### src/rtl/hazard_ctrl.sv
// Pipeline hazard controller: detects load-use hazards, handles taken-branch
// flushes and the HLT instruction, and counts inserted stalls and flushes.
//
// Handshake: this block has no valid/ready interfaces. Every control output is
// a combinational function of the current state and the present inputs, and
// it takes effect at the next rising clock edge.
module hazard_ctrl #(
   parameter int CNT_W = 16
) (
   input  logic             clk,
   input  logic             rst_n,
   input  logic             ID_EX_MemRead,
   input  logic [3:0]       ID_EX_RegisterRd,
   input  logic [3:0]       IF_ID_RegisterRs,
   input  logic [3:0]       IF_ID_RegisterRt,
   input  logic             IF_ID_UsesRs,
   input  logic             IF_ID_UsesRt,
   input  logic [3:0]       IF_ID_Opcode,
   input  logic             EX_BranchTaken,
   output logic             PCWrite,
   output logic             IF_ID_Write,
   output logic             IF_ID_Flush,
   output logic             ID_EX_Bubble,
   output logic             halted,
   output logic [CNT_W-1:0] stall_cnt,
   output logic [CNT_W-1:0] flush_cnt,
   output logic [1:0]       state_dbg_o
);

   typedef enum logic [1:0] {
      RUN   = 2'd0,
      STALL = 2'd1,
      HALT  = 2'd2
   } state_e;

   localparam logic [3:0] OP_HLT = 4'hF;

   state_e           state_q, state_d;
   logic [CNT_W-1:0] stall_cnt_q, stall_cnt_d;
   logic [CNT_W-1:0] flush_cnt_q, flush_cnt_d;
   logic             stall_inc, flush_inc;
   logic             load_use;
   logic             is_hlt;

   // Register 0 is hard-wired, so a load targeting it never creates a hazard.
   assign load_use = ID_EX_MemRead && (ID_EX_RegisterRd != 4'd0) &&
                     ((IF_ID_UsesRs && (IF_ID_RegisterRs == ID_EX_RegisterRd)) ||
                      (IF_ID_UsesRt && (IF_ID_RegisterRt == ID_EX_RegisterRd)));
   assign is_hlt   = (IF_ID_Opcode == OP_HLT);

   // Next-state and control outputs; reset forces a safe, frozen pipeline.
   always_comb begin
      state_d      = state_q;
      PCWrite      = 1'b1;
      IF_ID_Write  = 1'b1;
      IF_ID_Flush  = 1'b0;
      ID_EX_Bubble = 1'b0;
      halted       = 1'b0;
      stall_inc    = 1'b0;
      flush_inc    = 1'b0;
      case (state_q)
         RUN: begin
            if (EX_BranchTaken) begin
               IF_ID_Flush  = 1'b1;
               ID_EX_Bubble = 1'b1;
               flush_inc    = 1'b1;
               state_d      = RUN;
            end else if (load_use) begin
               PCWrite      = 1'b0;
               IF_ID_Write  = 1'b0;
               ID_EX_Bubble = 1'b1;
               stall_inc    = 1'b1;
               state_d      = STALL;
            end else if (is_hlt) begin
               // Freeze fetch but let the HLT itself advance into EX.
               PCWrite     = 1'b0;
               IF_ID_Write = 1'b0;
               state_d     = HALT;
            end
         end
         STALL: begin
            // The load has moved on; load_use is stale here, so ignore it.
            state_d = RUN;
            if (EX_BranchTaken) begin
               IF_ID_Flush  = 1'b1;
               ID_EX_Bubble = 1'b1;
               flush_inc    = 1'b1;
            end else if (is_hlt) begin
               PCWrite     = 1'b0;
               IF_ID_Write = 1'b0;
               state_d     = HALT;
            end
         end
         HALT: begin
            PCWrite      = 1'b0;
            IF_ID_Write  = 1'b0;
            ID_EX_Bubble = 1'b1;
            halted       = 1'b1;
            state_d      = HALT;
         end
         default: begin
            state_d = RUN;
         end
      endcase
      if (!rst_n) begin
         PCWrite      = 1'b0;
         IF_ID_Write  = 1'b0;
         IF_ID_Flush  = 1'b0;
         ID_EX_Bubble = 1'b1;
         halted       = 1'b0;
         stall_inc    = 1'b0;
         flush_inc    = 1'b0;
      end
   end

   // Saturating event counters; they hold at all-ones instead of wrapping.
   always_comb begin
      stall_cnt_d = stall_cnt_q;
      flush_cnt_d = flush_cnt_q;
      if (stall_inc && (stall_cnt_q != {CNT_W{1'b1}})) begin
         stall_cnt_d = stall_cnt_q + 1'b1;
      end
      if (flush_inc && (flush_cnt_q != {CNT_W{1'b1}})) begin
         flush_cnt_d = flush_cnt_q + 1'b1;
      end
   end

   // State and counter registers with asynchronous active-low reset.
   always_ff @(posedge clk or negedge rst_n) begin
      if (!rst_n) begin
         state_q     <= RUN;
         stall_cnt_q <= '0;
         flush_cnt_q <= '0;
      end else begin
         state_q     <= state_d;
         stall_cnt_q <= stall_cnt_d;
         flush_cnt_q <= flush_cnt_d;
      end
   end

   assign stall_cnt   = stall_cnt_q;
   assign flush_cnt   = flush_cnt_q;
   assign state_dbg_o = state_q;

endmodule

### config.mk
export PLATFORM = sky130hd
export DESIGN_NAME = hazard_ctrl
export DESIGN_NICKNAME = d
export VERILOG_FILES = /design/src/rtl/hazard_ctrl.sv
export SDC_FILE = /design/constraint.sdc
export NUM_CORES = 1
export LEC_CHECK = 0
export CORE_MARGIN = 1
export CORE_UTILIZATION = 41
export DETAILED_ROUTE_END_ITERATION = 12
export HOLD_SLACK_MARGIN = 0.06
export PLACE_DENSITY = 0.77
export SYNTH_ARGS = -nofsm -noshare
export SYNTH_HDL_FRONTEND = slang
export SYNTH_SLANG_ARGS = --single-unit
### constraint.sdc
create_clock -name clk -period 1.85 [get_ports clk]
set_input_delay 0.37 -clock clk [delete_from_list [all_inputs] [get_ports clk]]
set_output_delay 0.37 -clock clk [all_outputs]
set_load 0.01 [all_outputs]
---- Word level (Yosys, flattened, before mapping) ----
Index checks and enable logic that the tools add are counted.
word-level totals
  register bits ........................... 34
  input bits .............................. 22
  output and inout bits ................... 39
  word-level logic and storage cells ...... 47
cells by class
  $add $sub $neg .......................... 2
  eq/ne operators ......................... 8
  mux-type cells .......................... 24
  reductions and logical operators ........ 10
operators with widths
  kind                                                                    count
  16-bit by 1-bit adder with 16-bit output (second input constant)        2
  16-bit inequality test (second input constant)                          2
  1-bit 2-to-1 mux                                                        16
  2-bit 2-to-1 mux                                                        5
  4-bit equality test                                                     2
  1-bit logical AND                                                       6
  1-bit one-hot mux with 3 select lines                                   2
  2-bit one-hot mux with 3 select lines                                   1
  4-bit equality test (second input constant)                             1
  4-bit inequality test (second input constant)                           1
  4-bit nonzero test                                                      1
  2-bit by 1-bit equality test with 1-bit output (second input constant)  1
  2-bit equality test (second input constant)                             1
  2-bit zero test                                                         1
  2-bit OR reduction                                                      1
  1-bit logical OR                                                        1

---- Logic depth before layout (Yosys ltp) ----
  depth after elaboration ................. 9
  gate-level depth with buffers ........... 8
  depth with buffers taken out ............ 8

---- Least setup slack after synthesis ----
Ideal clock, no wire load.
  path kind ............................... in2out
  start point ............................. in ID_EX_RegisterRd[0]
  end point ............................... out PCWrite
  arrival time ............................ 1.471 ns
  required time ........................... 1.480 ns
  slack ................................... 0.009 ns
  stages .................................. 6
  buffers on the path ..................... 1
  cells stage by stage .................... o41a_1 nand4_1 nand2_1 a21oi_1 o211a_1 buf_4
between the ends
  word-level cells in the longest chain between the ends .. 8
  elaborated cells on any way between the ends .. 12
  those cells by class .................... 2 x eq/ne; 4 x mux; 6 x reduce/logical
ends and longest elaborated chain
  item                                       RTL line  source
  from (decl)                                13        input logic [3:0] ID_EX_RegisterRd,
  4-bit equality test (on tied branches)     47, 48
  1-bit logical AND (on tied branches)       47, 48
  1-bit logical OR                           47        ((IF_ID_UsesRs && (IF_ID_RegisterRs == ID_EX_RegisterRd)) ||
  1-bit logical AND (*)                      46        assign load_use = ID_EX_MemRead && (ID_EX_RegisterRd != 4'd0) &&
  1-bit 2-to-1 mux (*) (2 in a row)          --
  1-bit one-hot mux with 3 select lines (*)  --
  1-bit 2-to-1 mux (*)                       --
  to (decl)                                  20        output logic PCWrite,
Mark *: on every way between the ends. The rest lies on a longest branch, timed or not.

---- Final worst setup path ----
  start point ............................. in ID_EX_RegisterRd[0]
  end point ............................... out PCWrite
between the ends
  word-level cells in the longest chain between the ends .. 8
  elaborated cells on any way between the ends .. 12
  those cells by class .................... 2 x eq/ne; 4 x mux; 6 x reduce/logical
ends and longest elaborated chain
  item                                       RTL line  source
  4-bit equality test (on tied branches)     47, 48
  1-bit logical AND (on tied branches)       47, 48
  1-bit logical OR                           47
  1-bit logical AND (*)                      46
  1-bit 2-to-1 mux (*)                       68        end else if (load_use) begin
  1-bit 2-to-1 mux (*)                       63        if (EX_BranchTaken) begin
  1-bit one-hot mux with 3 select lines (*)  61        case (state_q)
  1-bit 2-to-1 mux (*)                       105       if (!rst_n) begin
Marked as above.

==> out/metrics.cfg <==
[critical_path]
cp_max_fo = 3
cp-end-kind = primary output
path_class = in2out
cp-startpoint = ID_EX_RegisterRd[0]
start_kind = input pin
reg2reg_from = flush_cnt[1]$_DFFE_PN0P_
crit_required_ns = 1.48
cp_data_arrival_time_ns = 1.60

[drt]
met3_length_um = 239
drt_iter0_drc = 64
wl_per_cell_um = 13.7
maxUsedRoutingLayer = met4
wl_met2_um = 2280
vias_per_cell = 5.16
wl_met1_um = 1860
drt-total-wl_um = 4450
first_pass_iters = 4
ant_nets = 0
drc = 0
dr_total_vias = 1678

[global_routing]
track_usage_pct = 20.9
grt_max_degree = 29
grt.overflow.total = 0
antenna_found_initial = 0
grt_pass1_vias = 1582
grt_pass1_wl_um = 7020

[finish]
areaGrowthSynthToFinish_pct = 63.9
regArea_um2 = 851
final_cells = 325
drive_gt1_share_pct = 28.0
fin_util_pct = 71.0
fin_nets = 298
design_area_um2 = 2880
fill_cells = 311
antenna_cells = 0
multi_input_area_um2 = 965

[pwr]
p_per_area_nw_per_um2 = 628
peakVddDrop_mv = 0.355
design_power_total_mw = 1.81
p_leak_nw = 1.35

[logic_synthesis]
synth_edf_count = 0
async_reset_ff_share_pct = 100
yosysUniqueCellTypes = 34
synth-simple-area-share_pct = 24.4
ys_warn_count = 0
synthTopCellsByArea = dfrtp_1 48%, xnor2_1 11%, xor2_1 6.5%, nand4_1 5.3%, nand3_1 4.0%
synth.avg_cell_area_um2 = 10.2
netlist_instances = 172
synthFlopType = dfrtp_1
yosys.area.top_type_share_pct = 48.4
synth_top_family_by_area = simple AND/OR/NAND/NOR gates
synth_compound_area_share_pct = 4.13
yosysSeqAreaShare_pct = 48.4
synthMuxAreaShare_pct = 2.49
synthXorXnorAreaFrac_pct = 17.4
synthesis.area_um2 = 1760
synth_fa_ha_area_share_pct = 1.42
ys_ff_latch = 34
yosysTopAreaCell = dfrtp_1
synth_nets = 196

[floorplanning]
die_h_um = 67.5
rows = 23
start_util_pct = 43.4
die-area_um2 = 4560
core_um2 = 4060
ioPinCount = 61
fp.dieW_um = 67.5

[sta]
fmax_mhz = 507
slew_headroom_pct = 76.3
finalMaxSlewViolations = 0
setup_viol = 4
tightestPinTransition_ns = 0.355
rsz0062_at_grt = true
holdWs_ns = 0.209
hold_viol = 0
min_period_over_period_pct = 107
layout_min_cycle_time_ns = 1.97
fin_ws_ns = -0.123
finalSetupTns_ns = -0.400
clock_skew_ns = 0.0135

[clock_network]
clk_latency_ns = 0.30
h-tree-depth = 2
path_clk_slew_ns = 0.08
cts_num_sinks = 34
clockBufferDepth = 2
cts_tree = built
cts_root_buffer = clkbuf_8
cts_made_buffers = 5

[outcome]
status = complete, but fails checks
violations = setup timing

[placement]
io_buffers = 60
dpl.hpwl_um = 3100
dp_cells = 306
dpl_cell_area_um2 = 2610
dp_slack_ns = -0.917
finalWeightedCongestion = 0.844

[min_path]
hp-class = in2async

[flow_run]
cap_viol_max_count = 0

[placed cells by master, fill, tap and decap left out, drive strengths merged, types with 2 or more instances in the layout]
cell type | Yosys | layout
xnor2 | 22 | 22
clkbuf | 0 | 7
nand3 | 14 | 14
xor2 | 13 | 13
inv | 5 | 5
dlygate4sd2 | 0 | 7
nor4 | 2 | 2
nand2 | 13 | 13
bufinv | 0 | 2
a21oi | 3 | 3
and3 | 7 | 7
dfrtp | 34 | 34
ha | 2 | 2
mux2 | 3 | 3
buf | 2 | 46
nor2 | 16 | 16
clkdlybuf4s50 | 0 | 40
nor3 | 7 | 7
nand4 | 15 | 15
[report_power, final]
part / leakage [nW] / switching (mW) / internal [mW]
sequential: 0.464 / 0.00942 / 0.756
clock: 0.0683 / 0.283 / 0.540
combinational: 0.813 / 0.0949 / 0.127
total: 1.35 / 0.387 / 1.42
[cells in the mapped netlist (all sizes together) (2+ instances only)]
master  count
nor3        7
xnor2      22
ha          2
nand2      13
xor2       13
inv         5
nand4      15
buf         2
mux2        3
nor2       16
a21oi       3
dfrtp      34
nor4        2
nand3      14
and3        7
[worst paths after layout]
| check | end | slack (ns) | depth (start not counted) |
|---|---|---|---|
| max | PCWrite | -0.12 | 9 |
| min | state_dbg_o[0]$_DFFE_PN0P_ | 0.21 | 2 |
| max reg2reg | flush_cnt[14]$_DFFE_PN0P_ | 0.01 | 5 |
| min reg2reg | flush_cnt[7]$_DFFE_PN0P_ | 0.50 | 1 |
| max in group asynchronous | state_dbg_o[1]$_DFFE_PN0P_ | 1.13 | 2 |
| min in group clk | state_dbg_o[0]$_DFFE_PN0P_ | 0.46 | 2 |
[cell type report]
type                    count  share of cell area [%]
inverters                   5                   0.651
repair buffers             97                    29.4
flip-flops and latches     34                    29.5
clock buffers               5                    2.39
clock inverters             3                    2.39
well taps                  50                    2.17
multi-input cells         131                    33.5
[kinds of logic after synthesis]
| logic type | Yosys count |
|---|---|
| compound gates | 9 |
| xor+xnor | 35 |
| fa+ha+maj | 2 |
| buf+inv | 7 |
| flops | 34 |
| mux | 4 |
| simple gates | 81 |
[sequential cells by signal (all words and copies together) (netlist names)]
signal,count
state_dbg_o,2
stall_cnt,16
flush_cnt,16
[layer usage]
metal	GRT usage, %	vias to the layer above
li1	-	815
met1	26.3	798
met2	34.8	59
met3	5.57	6
met4	6.38	0
met5	0	-
[worst max-delay path, cell delays in order]
cell and delay [ns]:
buf_6 0.09, buf_6 0.11, xor2_1 0.14, nor3_2 0.16, nand4_1 0.18, nand2_2 0.13, a21oi_2 0.05, o211a_1 0.22
buf_2 0.14
[what timing repair did]
action | CTS | global route
endpoints found under the setup margin | 19 | 8
gates resized for setup | 59 | 22
pin swaps | 14 | 16
hold endpoints to repair | 1 | 0
hold buffers | 1 | 0
buffers inserted | 2 | 8
Power figures use the tool's default switching activity.
